**config.mk**
```make
export PLATFORM = sky130hd
export DESIGN_NAME = sha1_core
export DESIGN_NICKNAME = d
export VERILOG_FILES = /design/src/rtl/sha1_pkg.sv /design/src/rtl/sha1_round.sv /design/src/rtl/sha1_core.sv
export SDC_FILE = /design/constraint.sdc
export NUM_CORES = 2
export LEC_CHECK = 0
export CAP_MARGIN = 0
export CORE_ASPECT_RATIO = 1.1
export CORE_MARGIN = 4
export CORE_UTILIZATION = 50
export DETAILED_ROUTE_END_ITERATION = 6
export PLACE_DENSITY = 0.76
export SYNTH_ARGS = -nofsm -noshare
export SYNTH_HDL_FRONTEND = slang
export SYNTH_SLANG_ARGS = --single-unit
```
**constraint.sdc**
```tcl
create_clock -name wb_clk_i -period 9.7 [get_ports wb_clk_i]
set_clock_uncertainty 0.15 [all_clocks]
set_input_delay 1.94 -clock wb_clk_i [delete_from_list [all_inputs] [get_ports wb_clk_i]]
set_output_delay 1.94 -clock wb_clk_i [all_outputs]
set_load 0.02 [all_outputs]
```
**src/rtl/sha1_pkg.sv**
```systemverilog
// Shared SHA-1 constants, FSM encoding and the per-round helper functions.
package sha1_pkg;

    localparam logic [159:0] SHA1_IV = 160'h67452301_EFCDAB89_98BADCFE_10325476_C3D2E1F0;

    localparam logic [31:0] K0 = 32'h5A827999;
    localparam logic [31:0] K1 = 32'h6ED9EBA1;
    localparam logic [31:0] K2 = 32'h8F1BBCDC;
    localparam logic [31:0] K3 = 32'hCA62C1D6;

    typedef enum logic [1:0] {
        ST_IDLE   = 2'd0,
        ST_ROUNDS = 2'd1,
        ST_FINAL  = 2'd2,
        ST_DONE   = 2'd3
    } sha1_state_e;

    function automatic logic [31:0] rotl(input logic [31:0] x, input int n);
        return (x << n) | (x >> (32 - n));
    endfunction

    function automatic logic [31:0] f_sel(input int t, input logic [31:0] b,
                                          input logic [31:0] c, input logic [31:0] d);
        if (t < 20)      return (b & c) | (~b & d);
        else if (t < 40) return b ^ c ^ d;
        else if (t < 60) return (b & c) | (b & d) | (c & d);
        else             return b ^ c ^ d;
    endfunction

    function automatic logic [31:0] k_sel(input int t);
        if (t < 20)      return K0;
        else if (t < 40) return K1;
        else if (t < 60) return K2;
        else             return K3;
    endfunction

endpackage

```
**src/rtl/sha1_round.sv**
```systemverilog
// One combinational SHA-1 round: maps (a..e, W[t], t) to the next a..e.
module sha1_round
    import sha1_pkg::*;
#(
    parameter int LOOP_W = 7
) (
    input  logic [31:0]       a_i,
    input  logic [31:0]       b_i,
    input  logic [31:0]       c_i,
    input  logic [31:0]       d_i,
    input  logic [31:0]       e_i,
    input  logic [31:0]       w_i,
    input  logic [LOOP_W-1:0] t_i,
    output logic [31:0]       a_o,
    output logic [31:0]       b_o,
    output logic [31:0]       c_o,
    output logic [31:0]       d_o,
    output logic [31:0]       e_o
);

    always_comb begin
        a_o = rotl(a_i, 5) + f_sel(int'(t_i), b_i, c_i, d_i) + e_i + k_sel(int'(t_i)) + w_i;
        b_o = a_i;
        c_o = rotl(b_i, 30);
        d_o = c_i;
        e_o = d_i;
    end

endmodule

```
**src/rtl/sha1_core.sv**
```systemverilog
// SHA-1 compression engine: one round per clock, chaining value kept across blocks.
module sha1_core
    import sha1_pkg::*;
#(
    parameter logic [159:0] IV     = SHA1_IV,
    parameter int           LOOP_W = 7
) (
    input  logic              wb_clk_i,
    input  logic              reset,
    input  logic              start,
    input  logic              init,
    input  logic [511:0]      message,
    output logic              busy,
    output logic              done,
    output logic              panic,
    output logic [LOOP_W-1:0] loop_idx,
    output logic [159:0]      digest
);

    sha1_state_e       state_q, state_d;
    logic [LOOP_W-1:0] t_q, t_d;
    logic              done_q, done_d;
    logic              panic_q, panic_d;
    logic [31:0]       h_q [5];
    logic [31:0]       h_d [5];
    logic [31:0]       v_q [5];   // working variables a..e
    logic [31:0]       v_d [5];
    logic [31:0]       w_q [16];
    logic [31:0]       w_d [16];

    logic [3:0]        w_idx;
    logic [31:0]       w_mix;
    logic [31:0]       w_t;
    logic [31:0]       rnd_v [5];
    logic              start_ok;

    // The ring slot for t holds W[t-16]; slots t+13, t+8, t+2 hold W[t-3], W[t-8], W[t-14].
    assign w_idx = t_q[3:0];
    assign w_mix = w_q[w_idx + 4'd13] ^ w_q[w_idx + 4'd8] ^ w_q[w_idx + 4'd2] ^ w_q[w_idx];
    assign w_t   = (t_q < LOOP_W'(16)) ? w_q[w_idx] : rotl(w_mix, 1);

    sha1_round #(.LOOP_W(LOOP_W)) u_round (
        .a_i (v_q[0]),
        .b_i (v_q[1]),
        .c_i (v_q[2]),
        .d_i (v_q[3]),
        .e_i (v_q[4]),
        .w_i (w_t),
        .t_i (t_q),
        .a_o (rnd_v[0]),
        .b_o (rnd_v[1]),
        .c_o (rnd_v[2]),
        .d_o (rnd_v[3]),
        .e_o (rnd_v[4])
    );

    always_comb begin
        state_d = state_q;
        t_d     = t_q;
        done_d  = done_q;
        panic_d = panic_q;
        h_d     = h_q;
        v_d     = v_q;
        w_d     = w_q;

        // A start coinciding with init is taken against the freshly loaded IV.
        start_ok = start && (init || state_q == ST_IDLE || state_q == ST_DONE);

        if (init) begin
            for (int i = 0; i < 5; i++) h_d[i] = IV[(4 - i) * 32 +: 32];
            done_d  = 1'b0;
            panic_d = 1'b0;
            t_d     = '0;
            state_d = ST_IDLE;
        end else if (start && !start_ok) begin
            panic_d = 1'b1;
        end

        if (start_ok) begin
            for (int i = 0; i < 16; i++) w_d[i] = message[32 * i +: 32];
            for (int i = 0; i < 5; i++) v_d[i] = init ? IV[(4 - i) * 32 +: 32] : h_q[i];
            done_d  = 1'b0;
            t_d     = '0;
            state_d = ST_ROUNDS;
        end else if (!init) begin
            case (state_q)
                ST_ROUNDS: begin
                    w_d[w_idx] = w_t;
                    v_d        = rnd_v;
                    if (t_q == LOOP_W'(79)) begin
                        t_d     = LOOP_W'(80);
                        state_d = ST_FINAL;
                    end else begin
                        t_d = t_q + LOOP_W'(1);
                    end
                end
                ST_FINAL: begin
                    for (int i = 0; i < 5; i++) h_d[i] = h_q[i] + v_q[i];
                    done_d  = 1'b1;
                    state_d = ST_DONE;
                end
                default: ;
            endcase
        end
    end

    always_ff @(posedge wb_clk_i) begin
        if (reset) begin
            state_q <= ST_IDLE;
            t_q     <= '0;
            done_q  <= 1'b0;
            panic_q <= 1'b0;
            for (int i = 0; i < 5; i++) begin
                h_q[i] <= IV[(4 - i) * 32 +: 32];
                v_q[i] <= '0;
            end
            for (int i = 0; i < 16; i++) w_q[i] <= '0;
        end else begin
            state_q <= state_d;
            t_q     <= t_d;
            done_q  <= done_d;
            panic_q <= panic_d;
            h_q     <= h_d;
            v_q     <= v_d;
            w_q     <= w_d;
        end
    end

    assign busy     = (state_q == ST_ROUNDS) || (state_q == ST_FINAL);
    assign done     = done_q;
    assign panic    = panic_q;
    assign loop_idx = t_q;

    // H0 sits in the low word so the bus front end reads it first.
    for (genvar gi = 0; gi < 5; gi++) begin : g_digest
        assign digest[32 * gi +: 32] = h_q[gi];
    end

endmodule

```
=== Word level (Yosys, flattened, before mapping) ===
Cells that the tools add are included.

* Reductions and logical operators: 12
* Bitwise logic cells: 20
* Order comparisons: 9
* Mux-type cells: 49
* Add/subtract/negate cells: 13
* Equal/unequal tests: 5

{| class="wikitable"
|+ Operator list
! operator !! number
|-
| two-way mux 512 bit || 3
|-
| two-way mux 160 bit || 7
|-
| two-way mux 32 bit || 20
|-
| binary-select mux 32 bit (select 4 bit) || 4
|-
| bitwise mux 512 bit || 1
|-
| adder 32 bit || 9
|-
| bitwise XOR 32 bit || 5
|-
| bitwise AND 32 bit || 4
|-
| demux 32 bit (select 4 bit) || 1
|-
| OR 32 bit || 3
|-
| inverter 32 bit || 1
|-
| OR 32 x 1 -> 32 bit || 1
|-
| OR 32 x 30 -> 32 bit || 1
|-
| OR 32 x 5 -> 32 bit || 1
|-
| two-way mux 31 bit || 1
|-
| two-way mux 7 bit || 4
|-
| >= comparator 5 bit, second input constant || 4
|-
| inverter 4 -> 5 bit || 4
|-
| less-than comparator 7 x 5 -> 1 bit, second input constant || 2
|-
| less-than comparator 7 x 6 -> 1 bit, second input constant || 2
|-
| adder 4 bit, second input constant || 2
|-
| adder 7 x 1 -> 7 bit, second input constant || 1
|-
| == test 7 bit, second input constant || 1
|-
| two-way mux 2 bit || 3
|-
| 14 further kinds || 23
|}

* Bits of input ports: 516
* Word-level logic and storage cells: 139
* Output and inout port bits: 170
* Register bits: 843

=== Longest topological paths before layout ===
* Depth in word-level cells: 14
* Gate-level depth with buffers: 30
* Gate-level depth less buffers: 24

=== By module ===
A second synthesis with hierarchy kept.

* Cells, all modules: 7,333
* Area total of the unflattened synthesis: 62,596.3 um2

{| class="wikitable"
|+ By module, submodules not included
! module !! area each (um2) !! cells an instance !! instances !! sequential area each (um2)
|-
| sha1_core || 55,617.1 || 6,464 || 1 || 16,876.2
|-
| sha1_round || 6,979.2 || 869 || 1 || 0.0
|}

=== Worst setup path before layout ===
No wires, ideal clock.

* Path kind: register -> register
* From: register t_q[1], in the netlist loop_idx[1]
* To: register v_q[149] (netlist name)
* Stages on the path, launching flop included: 30
* Data required time: 9.436 ns
* Setup time: 0.114 ns
* Slack: 2.550 ns
* Arrival: 6.885 ns
* Clock period less this slack: 7.150 ns
* Buffers on the path: 8
* Path through: dfxtp_1 -> buf_2 -> buf_6 -> buf_4 -> buf_2 -> buf_2 -> inv_1 -> ha_1 -> clkbuf_1 -> clkbuf_1 -> mux4_2 -> mux4_2 -> xnor2_1 -> xnor2_1 -> mux2i_4 -> buf_4 -> fa_1 -> ha_1 -> inv_1 -> fa_1 -> nor2b_1 -> o31a_1 -> o221a_2 -> o21ai_0 -> o21ai_0 -> a21o_1 -> a21o_1 -> a221oi_1 -> xor2_1 -> a2111oi_0

* Word-level cells in the longest chain between the ends: 14
* Elaborated cells between the ends (all ways): 41
* Classes of those cells: add/sub: 7; order compare: 4; mux: 22; bitwise: 8

{| class="wikitable"
|+ Ends and longest elaborated chain
! element !! line !! text
|-
| start, declared || sha1_core.sv:21 || <nowiki>logic [LOOP_W-1:0] t_q, t_d;</nowiki>
|-
| start signal, assigned || sha1_core.sv:120 || <nowiki>t_q <= t_d;</nowiki>
|-
| parallel branches: the longest is 10 deep, another holds adder 32 bit || -- ||
|-
| adder 32 bit * || sha1_round.sv:22 || <nowiki>a_o = rotl(a_i, 5) + f_sel(int'(t_i), b_i, c_i, d_i) + e_i + k_sel(int'(t_i)) + w_i;</nowiki>
|-
| two-way mux 160 bit * || sha1_core.sv:86 || <nowiki>case (state_q)</nowiki>
|-
| two-way mux 160 bit * || sha1_core.sv:85 || <nowiki>end else if (!init) begin</nowiki>
|-
| two-way mux 160 bit * || sha1_core.sv:79 || <nowiki>if (start_ok) begin</nowiki>
|-
| end signal, assigned || sha1_core.sv:124 || <nowiki>v_q <= v_d;</nowiki>
|-
| end, declared || sha1_core.sv:26 || <nowiki>logic [31:0] v_q [5];</nowiki>
|}

Mark *: on every way between the ends. The select of a mux whose other input is x is not followed.
A chain may end at the register's enable or synchronous reset.

=== Worst setup path in the final report ===
* From: register t_q[0], in the netlist loop_idx[0]
* To: register v_q[159] (netlist name)

The elaborated chain is that of the path after synthesis.

==> results.py <==
metrics = {
    "outcome": {
        "status": "complete, but fails checks",
        "failed_checks": "DRC",
    },
    "worst_setup_path": {
        "end_kind": "flop",
        "ff2ff_setup_slack_ns": 1.34,
        "cp_cell_sequence": "inv_1 > ha_4 > buf_12 > mux4_2 > mux4_2 > xnor2_1 > xnor2_1 > mux2i_4 > fa_1 > ha_1 > a21o_1 > a21o_1 > a21oi_1 > o21ai_0 > a2111oi_0 > nor4_1 > a211oi_1 > o21ai_0 > xnor2_1 > a211oi_1",
        "r2r_end": "v_q[159]",
        "reg2reg_depth": 20,
        "crit_path_max_incr_delay_ns": 1.14,
        "reg2reg_from": "loop_idx[0]",
        "worst_path_max_delay_cell": "ha_4",
        "path_buf_inv": 2,
        "crit_arrival_ns": 8.78,
        "path_delay_family": "compound AO/OA/AOI/OAI gates",
        "critPathMaxFanout": 72,
        "crit_type": "flop to flop",
        "cp-start-kind": "flop",
        "critPathMostFrequentCell": "xnor2_1",
        "crit_required_ns": 10.12,
    },
    "synthesis": {
        "synth-edff-count": 0,
        "synthCells": 6218,
        "ys_async_sr_fraction_pct": 0,
        "syn_avg_cell_area_sq_um": 9.46,
        "syn_area_sq_um": 58800,
        "ys_seq_area_share_pct": 28.7,
        "ys_warn_count": 0,
        "synth_area_leader_cell": "dfxtp_1",
        "synth_top_area_share_pct": 28.7,
        "yosys_most_used_dff": "dfxtp_1",
        "synthTopCellsByCount": "843 x dfxtp_1, 765 x nor2_1, 582 x nand2_1, 531 x a21oi_1, 448 x mux4_2",
        "syn-num-nets": 7089,
        "synth.most_common_cell": "dfxtp_1",
        "ys_ff_latch": 843,
        "post_synth_num_cell_types": 77,
        "synth_area_leaders": "dfxtp_1 29%, mux4_2 17%, a222oi_1 6.5%, ha_1 4.9%, nor2_1 4.9%",
    },
    "drt": {
        "firstDrtPassIters": 7,
        "drcViolationCount": 71,
        "vias_per_cell": 7.24,
        "vias": 59016,
        "wl_um": 269000,
        "wire_per_inst_um": 33.0,
        "ant_nets": 0,
        "drt_iter0_markers": 10970,
    },
    "die": {
        "dieHeight_um": 368,
        "dieArea_sq_um": 123000,
        "pin_count": 686,
        "start_util_pct": 50.6,
        "std_cell_rows": 131,
        "core_area_sq_um": 116000,
        "die_width_um": 335,
    },
    "clocking": {
        "htreeDepth": 3,
        "cts_tree": "yes",
        "cts_buffers": 95,
        "clk_latency_ns": 0.70,
        "cts_buffer_depth": 3,
        "cts_setup_buffers": 0,
        "root_buffer": "clkbuf_16",
        "clock_sinks": 843,
        "hold_buffers": 0,
        "postCtsResizedCells": 0,
        "cts.clk_slew.worst_paths_ns": 0.06,
    },
    "global_routing": {
        "grt_pass1_wl_um": 385000,
        "grt_remaining_overflow": 0,
        "met3_usage_pct": 15.2,
        "gr-usage-met2_pct": 59.3,
        "busiest_layer": "met2",
        "antenna_found_initial": 20,
        "grt_max_degree": 256,
        "met1_usage_pct": 52.6,
        "grt_pass1_vias": 55494,
        "grt_use_total_pct": 41.8,
    },
    "hold_path": {
        "hp-class": "flop to flop",
        "hold_start": "panic",
        "hold_path_depth": 2,
        "min_to": "panic",
    },
    "layout": {
        "finish.utilization_pct": 59.9,
        "syn_to_final_growth_pct": 18.5,
        "layoutNonFillerInstCount": 8149,
        "final_layout_size_suffix_gt1_share_pct": 12.5,
        "fillCellCount": 9775,
        "nets": 7400,
    },
    "sta": {
        "setup_viol": 0,
        "fmax_mhz": 120,
        "relSlewSlack_pct": 8.44,
        "hold_viol": 0,
        "drv_slew": 0,
        "tightest_slew_ns": 1.37,
        "finalCriticalPeriod_ns": 8.36,
        "fin_crit_sh_pct": 86.2,
        "postLayoutSetupSlackWorst_ns": 1.34,
        "rsz0062_at_grt": "false",
        "tns_ns": 0,
    },
    "placement": {
        "place_hpwl_um": 189000,
        "place_inst": 7961,
        "dpl_worst_slack_ns": 1.57,
        "place_congestion": 1.01,
        "port_buffers": 685,
    },
    "power_and_ir_drop": {
        "ir_worst_vdd_v": 0.000160,
        "power_density_nw_per_um2": 154,
        "leakage_nw": 25.8,
    },
    "job": {
        "max-cap-violations": 0,
    },
}
## per-stage QoR
step	area [sq um]	total power [mW]	hold WS, ns
6_report	69700	10.7	0.326
5_1_grt	69700	11.1	0.383
4_1_cts	69700	10.6	0.339
3_5_place_dp	66400	6.72	0.324
3_3_place_gp	66400	6.69	0.327
2_1_floorplan	58800	5.70	0.326
## final cells by class
cell class	instances	area (sq um)	share of cell area [%]
diodes	12	30.0	0.0431
clock inverters	39	597	0.856
flip-flops and latches	843	16900	24.2
repair buffers	784	7690	11.0
well taps	1529	1910	2.74
inverters	139	524	0.752
multi-input cells	4666	39300	56.4
clock buffers	137	2760	3.95
## flip-flops by register name (all words and copies together) (netlist names)
| name | count |
|---|---|
| digest | 160 |
| panic | 1 |
| state_q | 2 |
| loop_idx | 7 |
| v_q | 160 |
| w_q | 512 |
| done | 1 |
## per-layer routing
metal  share of wire (%)  wire length, um
met4                 8.5            22800
met2                  41           111000
met1                  35            93000
met5               0.031               82
met3                  16            41800
## cell usage in the layout, fill, tap and decap left out, drive strengths merged, types with 112 or more instances in the layout
master	Yosys	final
a21oi	533	533
a222oi	385	385
a311oi	135	135
clkbuf	419	137
clkdlybuf4s50	0	683
dfxtp	843	843
fa	125	125
ha	230	230
inv	138	142
mux4	448	448
nand2	582	582
nand3	112	112
nor2	765	765
nor3	204	204
o21ai	152	152
xnor2	170	170
## where the power goes
part           total (mW)  leakage [nW]  switching [mW]  internal (mW)
Sequential           3.98          6.92           0.330           3.65
Combinational        2.78          17.3            1.57           1.21
Clock                3.97          1.63            1.62           2.35
Total                10.7          25.8            3.52           7.21
## worst min-delay path, delay by kind of cell, from the launching register on
| family | cells | cell delay, ns |
|---|---|---|
| AOI/OAI and AO/OA | 1 | 0.05 |
| DFF | 1 | 0.33 |
| and+or+nand+nor | 1 | 0.07 |
## cell families (layout without fill, tap and decap cells)
group | count (synthesis) | count (layout) | share of synthesized area, %
other | 0 | 12 | 0
AO/OA/AOI/OAI | 1624 | 1624 | 20.0
multiplexers | 581 | 581 | 20.0
adder cells (fa/ha/maj) | 355 | 355 | 9.14
AND/OR/NAND/NOR | 1866 | 1866 | 13.5
flip-flops | 843 | 843 | 28.7
XOR/XNOR | 240 | 240 | 3.57
buffers and inverters | 709 | 1099 | 5.06
## how the worst max path moves through the flow
stage | start | to | slack, ns | cells after the start
2_1_floorplan | loop_idx[1] | v_q[149] | 2.55 | 29
3_3_place_gp | loop_idx[0] | v_q[159] | 1.77 | 22
3_5_place_dp | loop_idx[0] | v_q[159] | 1.57 | 20
4_1_cts | loop_idx[0] | v_q[159] | 1.51 | 20
5_1_grt | loop_idx[0] | v_q[159] | 1.00 | 22
6_report | loop_idx[0] | v_q[159] | 1.34 | 20
Note: power is estimated with default switching activity, not from simulation.
